===== src/rtl/frm_pkg.sv =====
// Shared widths, FSM encoding and a saturating-increment helper for the
// frame-geometry checker.
package frm_pkg;

  localparam int CNT_W  = 12;
  localparam int FCNT_W = 16;

  localparam logic [CNT_W-1:0] CNT_MAX = '1;

  typedef enum logic [1:0] {
    ST_SYNC     = 2'd0,
    ST_WAIT_SOF = 2'd1,
    ST_IN_FRAME = 2'd2
  } state_e;

  function automatic logic [CNT_W-1:0] sat_inc(input logic [CNT_W-1:0] v);
    return (v == CNT_MAX) ? v : v + 1'b1;
  endfunction

endpackage


===== src/rtl/frm_check_if.sv =====
// Video timing bundle from the upstream frame generator: sample enable plus
// line-valid and frame-valid.
interface frm_check_if;

  logic en;
  logic data_in_lval;
  logic data_in_fval;

  modport master (output en, data_in_lval, data_in_fval);
  modport slave  (input  en, data_in_lval, data_in_fval);

endinterface


===== src/rtl/edge_det.sv =====
// Registered copy of a single-bit input, updated only on enabled cycles;
// rise/fall are qualified by the same enable.
module edge_det (
  input  logic clk,
  input  logic rst_n,
  input  logic en,
  input  logic d,
  output logic q,
  output logic rise,
  output logic fall
);

  // NOTE: clocked state uses non-blocking assignments so every flop samples
  // pre-edge values regardless of process ordering.
  always_ff @(posedge clk or negedge rst_n) begin
    if (!rst_n) begin
      q <= 1'b0;
    end else if (en) begin
      q <= d;
    end
  end

  assign rise = en &  d & ~q;
  assign fall = en & ~d &  q;

endmodule


===== src/rtl/frm_check.sv =====
// Measures line width and frame height of a lval/fval video stream, flags
// deviations from the configured geometry and counts completed frames.
module frm_check
  import frm_pkg::*;
#(
  parameter int FRAME_WIDTH  = 1920,
  parameter int FRAME_HEIGHT = 1080
) (
  input  logic              pixclk,
  input  logic              rst_n,
  frm_check_if.slave        vid,
  input  logic              clr_err,
  output logic [CNT_W-1:0]  meas_width,
  output logic [CNT_W-1:0]  meas_height,
  output logic [FCNT_W-1:0] frame_cnt,
  output logic              frame_done,
  output logic              width_err,
  output logic              height_err
);

  // Both parameters must fit in CNT_W bits; larger values are a configuration error.
  localparam logic [CNT_W-1:0] EXP_W = CNT_W'(FRAME_WIDTH);
  localparam logic [CNT_W-1:0] EXP_H = CNT_W'(FRAME_HEIGHT);

  logic en, lval, fval;
  assign en   = vid.en;
  assign lval = vid.data_in_lval;
  assign fval = vid.data_in_fval;

  logic lval_q, lval_rise, lval_fall;
  logic fval_q, fval_rise, fval_fall;

  edge_det u_lval_edge (
    .clk  (pixclk),
    .rst_n(rst_n),
    .en   (en),
    .d    (lval),
    .q    (lval_q),
    .rise (lval_rise),
    .fall (lval_fall)
  );

  edge_det u_fval_edge (
    .clk  (pixclk),
    .rst_n(rst_n),
    .en   (en),
    .d    (fval),
    .q    (fval_q),
    .rise (fval_rise),
    .fall (fval_fall)
  );

  logic unused_edges;
  assign unused_edges = lval_rise ^ fval_q;

  state_e state, state_nx;
  logic   frame_start;
  logic   in_frame;

  always_ff @(posedge pixclk or negedge rst_n) begin
    if (!rst_n) begin
      state <= ST_SYNC;
    end else begin
      state <= state_nx;
    end
  end

  // NOTE: every always_comb output gets a default first so no path can
  // leave it unassigned and infer a latch.
  always_comb begin
    state_nx = state;
    unique case (state)
      ST_SYNC:     if (en && !fval) state_nx = ST_WAIT_SOF;
      ST_WAIT_SOF: if (fval_rise)   state_nx = ST_IN_FRAME;
      ST_IN_FRAME: if (fval_fall)   state_nx = ST_WAIT_SOF;
      default:                      state_nx = ST_SYNC;
    endcase
  end

  always_comb begin
    frame_start = 1'b0;
    in_frame    = 1'b0;
    unique case (state)
      ST_WAIT_SOF: frame_start = fval_rise;
      ST_IN_FRAME: in_frame    = 1'b1;
      default: ;
    endcase
  end

  logic [CNT_W-1:0] pix_cnt;
  logic [CNT_W-1:0] line_cnt;
  logic             count_pix;
  logic             line_end;
  logic             frame_end;
  logic [CNT_W-1:0] height_now;
  logic             width_bad;
  logic             height_bad;
  logic             clr;

  // A line still open when fval drops is closed in that same cycle so it
  // is included in the frame height.
  assign count_pix  = in_frame & en & lval & fval;
  assign line_end   = in_frame & (lval_fall | (fval_fall & lval_q & lval));
  assign frame_end  = in_frame & fval_fall;
  assign height_now = line_end ? sat_inc(line_cnt) : line_cnt;
  assign width_bad  = line_end  & (pix_cnt    != EXP_W);
  assign height_bad = frame_end & (height_now != EXP_H);
  assign clr        = en & clr_err;

  always_ff @(posedge pixclk or negedge rst_n) begin
    if (!rst_n) begin
      pix_cnt  <= '0;
      line_cnt <= '0;
    end else if (frame_start) begin
      pix_cnt  <= '0;
      line_cnt <= '0;
    end else begin
      if (line_end) begin
        pix_cnt  <= '0;
        line_cnt <= sat_inc(line_cnt);
      end else if (count_pix) begin
        pix_cnt  <= sat_inc(pix_cnt);
      end
    end
  end

  always_ff @(posedge pixclk or negedge rst_n) begin
    if (!rst_n) begin
      meas_width  <= '0;
      meas_height <= '0;
      frame_cnt   <= '0;
      frame_done  <= 1'b0;
      width_err   <= 1'b0;
      height_err  <= 1'b0;
    end else begin
      frame_done <= frame_end;
      if (line_end) begin
        meas_width <= pix_cnt;
      end
      if (frame_end) begin
        meas_height <= height_now;
        frame_cnt   <= frame_cnt + 1'b1;
      end
      // A violation in the same cycle as a clear leaves the flag set.
      width_err  <= (width_err  & ~clr) | width_bad;
      height_err <= (height_err & ~clr) | height_bad;
    end
  end

endmodule

===== src/flat_wrapper.sv =====
// flat-port wrapper written by rule: the top's interface ports become plain ports
module frm_check_flat import frm_pkg::*;
#(
  parameter int FRAME_WIDTH  = 1920,
  parameter int FRAME_HEIGHT = 1080
)
  (pixclk, rst_n, clr_err, meas_width, meas_height, frame_cnt, frame_done, width_err, height_err, vid_en, vid_data_in_lval, vid_data_in_fval);
  frm_check_if vid_i ();
  input  logic pixclk;
  input  logic rst_n;
  input  logic clr_err;
  output logic [CNT_W-1:0] meas_width;
  output logic [CNT_W-1:0] meas_height;
  output logic [FCNT_W-1:0] frame_cnt;
  output logic frame_done;
  output logic width_err;
  output logic height_err;
  input wire logic [$bits(vid_i.en)-1:0] vid_en;
  input wire logic [$bits(vid_i.data_in_lval)-1:0] vid_data_in_lval;
  input wire logic [$bits(vid_i.data_in_fval)-1:0] vid_data_in_fval;
  assign vid_i.en = vid_en;
  assign vid_i.data_in_lval = vid_data_in_lval;
  assign vid_i.data_in_fval = vid_data_in_fval;
  frm_check #(.FRAME_WIDTH(FRAME_WIDTH), .FRAME_HEIGHT(FRAME_HEIGHT)) u_core (.pixclk(pixclk), .rst_n(rst_n), .vid(vid_i), .clr_err(clr_err), .meas_width(meas_width), .meas_height(meas_height), .frame_cnt(frame_cnt), .frame_done(frame_done), .width_err(width_err), .height_err(height_err));
endmodule

===== config.mk =====
export PLATFORM = sky130hd
export DESIGN_NAME = frm_check_flat
export DESIGN_NICKNAME = d
export VERILOG_FILES = /design/src/rtl/frm_pkg.sv /design/src/rtl/frm_check_if.sv /design/src/rtl/edge_det.sv /design/src/rtl/frm_check.sv /design/src/flat_wrapper.sv
export SDC_FILE = /design/constraint.sdc
export NUM_CORES = 1
export LEC_CHECK = 0
export ABC_AREA = 1
export BUFFER_PORTS_ARGS = -buffer_cell sky130_fd_sc_hd__buf_4
export CORE_MARGIN = 5
export CORE_UTILIZATION = 51
export CTS_CLUSTER_DIAMETER = 100
export CTS_CLUSTER_SIZE = 28
export DETAILED_ROUTE_END_ITERATION = 8
export PLACE_DENSITY = 0.83
export SYNTH_ARGS = -nofsm -noshare
export SYNTH_HDL_FRONTEND = slang
export SYNTH_HIERARCHICAL = 1
export SYNTH_SLANG_ARGS = --single-unit

===== constraint.sdc =====
create_clock -name pixclk -period 1.5 [get_ports pixclk]
set_input_delay 0.225 -clock pixclk [delete_from_list [all_inputs] [get_ports pixclk]]
set_output_delay 0.225 -clock pixclk [all_outputs]
set_load 0.03 [all_outputs]

==> metrics.txt, run 1 <==
Tot GR Track Use approximately 26%; # IOs a little under 50; startpoint types flip-flop; placed insts around 600; clock sinks 71; commonest non-fill, non-tap cell in the layout buf_4; Inserted Clock Buffers 9; Synth-to-Final Area Change 55.5%; layout cell share with drive strength beyond 1 46.4%; WL/cell about 19 µm; multi-input logic area 1940 µm²; die height 92.4 µm; Final ANT Viol Nets 0; vias after detailed routing approximately 3800; die area 8530 µm²; Reg area 1780 µm²; Port-buffer cells 48; crit path kind reg -> reg; # rows 30; R2R Path End u_core/meas_height[0]; Setup crit end kind flip-flop; Min-Delay Endpoint u_core/u_lval_edge/q; Initial Util 51.8%; Syn. warnings 6; clock latency on the worst-skew pair between 0.3 and 0.4 ns; core area ~6700 µm²; post-route insts no fill between 600 and 700; worst hold slack 0.200 ns; Max Cap Viol 0; status finished with violations; H-tree depth 3; Hold Path Cell Cnt 3; Least-Margin Pin Slew between 0.4 and 0.5 ns; Iteration-0 DRC Markers 319; CTS tree done; DR pass1 iterations 5; synthesized area per cell approximately 8 µm²; Critical Path Fanout Max 5; most frequent cells in the layout buf_4, nand2_1, dfrtp_1; initial antenna violation count 0; vias per cell roughly 5.8; final setup violation count 51; final worst slack -0.471 ns; synthesized area 3460 µm²; DRC errors left 0; worst r2r path cells 14; Hold Path Origin vid_data_in_lval; DPL Wire Length just over 6000 µm; fin crit share 131%; final design utilization 80.5%; Post-Place Cell Area ~4400 µm²; Reg clk slew, reported paths around 0.080 ns; Hold Fails Final Rpt 0; CP required approximately 1.8 ns; Clock Tree Root clkbuf_8; worst vdd ir 1180 µV; Final Skew between 0.01 and 0.015 ns; Finished Cell Area around 5400 µm²; final period demand of the worst path 1.97 ns; R2R setup slack -0.47 ns; PD cells 1290 nW/µm²; Die Wd roughly 92 µm; RD Place Congestion roughly 0.93; nets around 570; Gate Count Post-Synth 420; Slew HR a little over two thirds; Max Fclk about 0.51 GHz; leakage around 2.7 nW; first-pass GRT wire length 17100 µm; largest net degree at the start of global routing 47; Bufs on Longest Clock Path 2; vias in the first global route 3635; Final Slew Violations 0; Inserted Diodes 0; RSZ-0062 raised after global routing yes; Total Wirelength 12200 µm; # fillers roughly 350; failing checks setup timing; CP arrival about 2.3 ns; Hold WC Path Type in -> reg; Pwr Total 6.94 mW; grt ovf 0; R2R Path Start u_core/u_fval_edge/q; Net Count, Synth 430
repair_timing:
action	in CTS	in global routing
pin swaps	36	31
cloned	1	0
setup endpoints to repair	39	62
setup buffers	20	13
hold endpoints to repair	25	0
gates resized for setup	80	64
hold buffers	1	0
worst max-delay path by stage:
stage                          from                    end  slack, ns  depth (start not counted)
6_report       u_core/u_fval_edge/q  u_core/meas_height[0]      -0.47                         14
5_1_grt          u_core/line_cnt[0]      u_core/height_err      -0.55                         12
4_1_cts        u_core/u_fval_edge/q      u_core/height_err      -0.27                         13
3_5_place_dp      u_core/pix_cnt[0]      u_core/pix_cnt[5]      -0.26                         12
3_3_place_gp      u_core/pix_cnt[0]      u_core/pix_cnt[9]      -0.19                         13
2_1_floorplan     u_core/pix_cnt[0]      u_core/pix_cnt[9]      -0.09                         13
flip-flops by register name (all words and copies together) (netlist names):
register              count
u_core/meas_width        12
u_core/state              2
u_core/width_err          1
u_core/meas_height       12
u_core/frame_cnt         16
u_core/height_err         1
u_core/pix_cnt           12
u_core/line_cnt          12
u_core/u_lval_edge/q      1
u_core/u_fval_edge/q      1
u_core/frame_done         1
final cells by class:
cell class | count | area share (%)
clock inverter | 4 | 0.535
multi-input combinational | 292 | 36.0
clock buffer | 12 | 3.07
timing repair buffer | 139 | 21.7
inverter | 49 | 3.65
sequential | 71 | 33.1
tap | 80 | 1.86
layer usage:
layer | global-route usage [%] | routed length (µm) | vias to the layer above
met5 | 0 | 0 | -
met2 | 42.5 | 6170 | 248
met1 | 30.1 | 4450 | 1817
met3 | 6.82 | 918 | 75
li1 | - | - | 1624
met4 | 14.6 | 718 | 0
report_power, final:
part           total (mW)  internal, mW  switching (mW)
registers            2.63          2.30           0.330
clock network        1.49         0.735           0.758
logic                2.81          1.16            1.65
total                6.94          4.20            2.74
per-stage QoR:
stage	worst slack, ns	setup TNS (ns)
finish	-0.471	-13.26
global route	-0.553	-16.58
CTS	-0.271	-5.26
detailed placement	-0.261	-4.14
global placement	-0.189	-2.31
floorplan	-0.0851	-0.388
worst max-delay path, cell delays in order (launching register included):
cell     delay (ns)
dfrtp_1        0.38
nand2_2        0.08
nor2_4         0.14
nand3_4        0.11
a21oi_4        0.22
buf_12         0.14
buf_12         0.10
buf_4          0.11
nand3_4        0.08
nand2_4        0.10
buf_6          0.10
buf_6          0.08
buf_6          0.08
inv_4          0.03
o21ai_2        0.12
(Power assumes the default switching activity.)
==> run 2, diff against run 1 <==
Settings changed: CELL_PAD_IN_SITES_DETAIL_PLACEMENT from default to 1, CELL_PAD_IN_SITES_GLOBAL_PLACEMENT from default to 1, CORE_UTILIZATION 51 to 38.
==> run 2 against run 1 <==
  * Global-route usage up 1.0 points
  * Sequential share of layout area down 1.9 points
  * Utilization decreased by 16 points
  * The run still ends with setup timing left
  * Maximum frequency shrank 8.3%
  * Highest routed layer unchanged
  * Die area rose by 30%
  * Non-clock buffer count up 15
  * Wire length rose by 43%
  * Power increased by 8.6%
  * Clock power increased by 21%
  * Register-to-register slack worse by 0.18 ns
  * Critical endpoint is now u_core/height_err
  * Setup slack worse by 0.18 ns
  * Flip-flop and latch count did not move
==> metrics.txt, run 2 (synthesized netlist as in run 1, its figures left out) <==
first-pass GRT wire length 23000 µm (+35%); layout cell share with drive strength beyond 1 51.4% (+5.0 points); RSZ-0062 raised after global routing yes; grt ovf 0 (unchanged); Inserted Diodes 0 (unchanged); Slew HR 67.1% (-2.4 points); status finished with violations; # IOs 49 (unchanged); vias in the first global route 4306 (+18%); Hold WC Path Type in -> reg; Switching Share 41.6% (+2.1 points); critical path launch point u_core/u_lval_edge/q; worst hold slack 0.237 ns (+0.0369 ns); CP required 1.76 ns (-0.03 ns); Setup crit end kind flip-flop; Port-buffer cells 48 (unchanged); vias per cell 5.75 (-1.1%); # rows 34 (+13%); Final ANT Viol Nets 0 (unchanged); H-tree depth 3 (unchanged); fin crit share 143% (+12 points); Clock Tree Root clkbuf_8; Final Slew Violations 0 (unchanged); DR pass1 iterations 4 (-1); Hold Fails Final Rpt 0 (unchanged); Largest register FFs 16 (unchanged); die height 105 µm (+14%); largest net degree at the start of global routing 33 (-30%); Synth-to-Final Area Change 64.6%; nets 587 (+2.6%); core area 8810 µm² (+32%); initial antenna violation count 0 (unchanged); Most flops, register u_core/frame_cnt; die area 11100 µm² (+30%); Tot GR Track Use 26.7% (+1.0 points); Final Skew 0.0163 ns (+0.00470 ns); Die Wd 105 µm (+14%); Net Sw Power 3.14 mW (+14%); vias after detailed routing 3968 (+5.4%); commonest non-fill, non-tap cell in the layout buf_4; Critical Path Fanout Max 4 (-1); Hold Path Origin vid_data_in_lval; startpoint types flip-flop; final setup violation count 57 (+12%); worst vdd ir 1020 µV (-14%); Logic pwr share 40.1% (-0.4 points); part of the power in the clock network 23.9% (+2.4 points); crit path kind reg -> reg; most frequent cells in the layout buf_4, nand2_1, dfrtp_1; PD cells 1320 nW/µm² (+2.6%); Least-Margin Pin Slew 0.487 ns (+0.0326 ns); Fin Setup TNS -17.43 ns (-4.18 ns); RD Place Congestion 0.824 (-12%); clock sinks 71 (unchanged); Iteration-0 DRC Markers 283 (-11%); cell-internal power 4.40 mW (+4.8%); final period demand of the worst path 2.15 ns (+0.178 ns); Initial Util 39.3% (-12 points); Inserted Clock Buffers 9 (unchanged); DPL Wire Length 7690 µm (+25%); leakage 2.79 nW (+4.9%); failing checks setup timing; R2R Path Start u_core/u_lval_edge/q; DRC errors left 0 (unchanged); WL/cell 25.5 µm (+35%); Total Wirelength 17600 µm (+43%); CP arrival 2.40 ns (+0.14 ns); Reg clk slew, reported paths 0.09 ns (about the same); Max Cap Viol 0 (unchanged); Max Fclk 0.465 GHz (-8.3%); CTS tree done; Bufs on Longest Clock Path 2 (unchanged); final worst slack -0.649 ns (-0.178 ns); sequential share of power 35.9% (-2.1 points); Pwr Total 7.53 mW (+8.6%); clock latency on the worst-skew pair 0.38 ns (+0.02 ns)
==> run 2: changes by cell type in the layout (fill, tap and decap cells not counted), sizes merged <==
cell      change
clkbuf        -2
buf          +15
clkinvlp      -1
bufinv        +2
inv           -1
clkinv        +2
==> run 2: cell type report <==
class | instances | area (µm²)
well taps | 108 | 135
clock buffers | 10 | 128
fillers | 946 | 3110
clock inverters | 6 | 86.3
inverters | 49 | 199
multi-input cells | 292 | 2050
flip-flops and latches | 71 | 1780
repair buffers | 154 | 1310
==> run 2: critical path, stage by stage (launching register included) <==
cell      delay, ns
dfrtp_1        0.42
nand2_1        0.09
nor2_1         0.14
inv_1          0.11
nand2_1        0.14
nand2_4        0.11
nor2_4         0.20
nand3_1        0.13
nand2_2        0.12
nand3b_1       0.13
nor2_2         0.14
nand2_1        0.07
nand2_1        0.12
nand2_1        0.11
==> run 2: what timing repair did <==
action | CTS | global route
setup buffers | 27 | 22
endpoints found under the setup margin | 46 | 64
hold buffers | 1 | 0
pin swaps | 21 | 31
gates resized for setup | 88 | 103
hold endpoints to repair | 30 | 0
==> run 2: final timing paths <==
| check | depth (start not counted) | slack (ns) | endpoint |
|---|---|---|---|
| setup / recovery | 13 | -0.65 | u_core/height_err |
| hold / removal | 4 | 0.24 | u_core/u_lval_edge/q |
| setup reg to reg | 13 | -0.65 | u_core/height_err |
| hold reg to reg | 1 | 0.48 | u_core/frame_cnt[15] |
| max in group asynchronous | 3 | 0.61 | u_core/meas_width[4] |
| min in group asynchronous | 2 | 0.32 | u_core/line_cnt[1] |
==> run 2: metrics by stage <==
step                cells  utilization [%]  instance area [µm²]  setup slack, ns
global route          690             64.6                 5690           -0.727
global placement      634             50.8                 4470           -0.259
finish                690             64.6                 5690           -0.649
detailed placement    634             50.8                 4470           -0.330
floorplan             420                -                 3510          -0.0851
CTS                   672             58.2                 5130           -0.270
==> run 2: power groups by stage <==
stage / sequential (mW) / clock (mW) / combinational [mW]
final: 2.71 / 1.80 / 3.02
after global routing: 2.75 / 1.90 / 3.16
after CTS: 2.60 / 1.75 / 2.50
after detailed placement: 2.63 / 0 / 2.19
after global placement: 2.60 / 0 / 2.08
after floorplan: 2.99 / 0 / 0.704
==> run 2: layer usage <==
metal	GRT usage [%]	part of all wire (%)	vias up
met5	0	0	-
met4	15.0	6.1	0
met3	5.56	4.8	92
met2	48.0	51	215
met1	29.2	38	2012
li1	-	-	1649
==> run 3, diff against run 2 <==
Settings changed: SKIP_CTS_REPAIR_TIMING from default to 1.
==> run 3 against run 2 <==
  * The flow still finishes with violations (setup timing)
  * First-iteration DRC count down 25%
  * Global-route usage down 6.9 points
  * Via count down 8.7%
  * Wire length down 19%
  * Highest routed layer unchanged
  * Setup slack better by 0.045 ns
  * Die area unchanged
  * Combinational power down 12%
  * Largest power group unchanged
==> metrics.txt, run 3 (synthesized netlist as in run 1, its figures left out) <==
status finished with violations; failing checks setup timing; core area 8810 µm² (unchanged); Fin Setup TNS -14.64 ns (+2.79 ns); R2R Path End u_core/height_err; DPL Wire Length 7690 µm (unchanged); Hold WC Path Type in -> reg; Max Cap Viol 0 (unchanged); final period demand of the worst path 2.10 ns (-0.0453 ns); DP Worst Slack -0.330 ns (unchanged); Logic pwr share 37.8% (-2.3 points); Initial Util 39.3% (unchanged); Port-buffer cells 48 (unchanged); Crit path buffers/inverters 1 (unchanged); Net Sw Power 2.76 mW (-12%); R2R setup slack -0.60 ns (+0.05 ns); leakage 2.57 nW (-7.9%); Least-Margin Pin Slew 0.446 ns (-0.0410 ns); Critical Path Fanout Max 4 (unchanged); H-tree depth 3 (unchanged); DRC errors left 0 (unchanged); Inserted Diodes 0 (unchanged); most frequent cells in the layout buf_4, nand2_1, dfrtp_1; # IOs 49 (unchanged); # fillers 1009 (+6.7%); Crit-path slowest cell dfrtp_1; worst hold slack 0.226 ns (-0.0106 ns); Final ANT Viol Nets 0 (unchanged); Total Wirelength 14200 µm (-19%); Largest register FFs 16 (unchanged); Die Wd 105 µm (unchanged); clock sinks 71 (unchanged); Final Skew 0.0119 ns (-0.00441 ns); R2R Path Start u_core/line_cnt[1]; Switching Share 39.1% (-2.5 points); CP dominant cell by count nand2_1; Inserted Clock Buffers 9 (unchanged); CTS tree done; CP required 1.75 ns (about the same); Hold Path Origin clr_err; WL/cell 21.2 µm (-17%); cell-internal power 4.30 mW (-2.3%); RSZ-0062 raised after global routing yes; sequential share of power 37.3% (+1.4 points); Iteration-0 DRC Markers 213 (-25%); Bufs on Longest Clock Path 2 (unchanged); # rows 34 (unchanged); die height 105 µm (unchanged); RD Place Congestion 0.824 (unchanged); Final Slew Violations 0 (unchanged); Synth-to-Final Area Change 51.6%; crit path kind reg -> reg; die area 11100 µm² (unchanged); initial antenna violation count 0 (unchanged); fin crit share 140% (-3.0 points); Setup crit end kind flip-flop; Most flops, register u_core/frame_cnt; largest net degree at the start of global routing 33 (unchanged); Min-Delay Endpoint u_core/height_err; vias in the first global route 3692 (-14%); Finished Cell Area 5250 µm² (-7.8%); Max Fclk 0.475 GHz (+2.2%); vias after detailed routing 3621 (-8.7%); final setup violation count 50 (-12%); Reg clk slew, reported paths 0.09 ns (about the same); Tot GR Track Use 19.8% (-6.9 points); crit-path cells ha_2 > nand2_4 > nor2_4 > inv_2 > nor2_4 > nand3_1 > nand2_2 > nand3b_1 > nor2_1 > nand2_1 > nand2_1 > nand2_1; CP arrival 2.36 ns (-0.04 ns); Post-Place Cell Area 4470 µm² (unchanged); Clock Tree Root clkbuf_8; PD cells 1350 nW/µm² (+1.7%); startpoint types flip-flop; DR pass1 iterations 5 (+1); part of the power in the clock network 24.9% (+1.0 points); nets 565 (-3.7%); Hold Fails Final Rpt 0 (unchanged); grt ovf 0 (unchanged); Hold Path Cell Cnt 4 (unchanged); layout cell share with drive strength beyond 1 45.2% (-6.2 points); final worst slack -0.603 ns (+0.0453 ns); worst vdd ir 862 µV (-15%); CP top delay family simple AND/OR/NAND/NOR gates; Slew HR 70.3% (+3.1 points); vias per cell 5.42 (-5.7%); clock latency on the worst-skew pair 0.36 ns (-0.02 ns); worst r2r path cells 12 (-1); first-pass GRT wire length 17800 µm (-23%); commonest non-fill, non-tap cell in the layout buf_4; Max stage delay on crit path 0.45 ns (+0.03 ns)
[run 3: cell count changes in the layout (fill, tap and decap cells not counted), sizes merged]
cell and change:
inv +1, clkinv -1, buf -22
[run 3: power by group through the flow]
stage | sequential [mW] | clock [mW] | combinational (mW)
global placement | 2.60 | 0 | 2.08
floorplan | 2.99 | 0 | 0.704
CTS | 2.60 | 1.75 | 2.22
detailed placement | 2.63 | 0 | 2.19
finish | 2.64 | 1.76 | 2.67
global route | 2.69 | 1.86 | 2.84
[run 3: layout make-up]
cell class,instances,area (µm²),area share [%]
well taps,108,135,2.58
flip-flops and latches,71,1780,33.9
inverters,49,189,3.60
repair buffers,132,1090,20.7
clock buffers,10,128,2.43
clock inverters,6,86.3,1.65
multi-input cells,292,1840,35.1
[run 3: worst reg2reg max path, stage by stage (launching register included)]
cell and delay, ns:
dfrtp_1 0.45, ha_2 0.28, nand2_4 0.10, nor2_4 0.23, inv_2 0.09, nor2_4 0.15, nand3_1 0.13, nand2_2 0.12
nand3b_1 0.13, nor2_1 0.14, nand2_1 0.07, nand2_1 0.06, nand2_1 0.05
[run 3: worst max-delay path by stage]
stage	from	end	slack, ns	cells past startpoint
after floorplan	u_core/pix_cnt[0]	u_core/pix_cnt[9]	-0.09	13
after global placement	u_core/line_cnt[1]	u_core/height_err	-0.26	12
after detailed placement	u_core/line_cnt[0]	u_core/height_err	-0.33	12
after CTS	u_core/line_cnt[1]	u_core/height_err	-0.41	12
after global routing	u_core/line_cnt[1]	u_core/height_err	-0.70	13
final	u_core/line_cnt[1]	u_core/height_err	-0.60	12
[run 3: per-stage QoR]
step | power (mW) | instances | utilization [%]
CTS | 6.56 | 650 | 53.2
finish | 7.06 | 668 | 59.6
detailed placement | 4.82 | 634 | 50.8
global route | 7.40 | 668 | 59.6
floorplan | 3.69 | 420 | -
global placement | 4.69 | 634 | 50.8
[run 3: routing by layer]
metal | GRT usage, % | up-vias | routed length, µm
li1 | - | 1604 | -
met1 | 24.6 | 1816 | 5450
met2 | 33.7 | 136 | 7410
met3 | 4.52 | 65 | 688
met4 | 6.94 | 0 | 635
met5 | 0 | - | 0
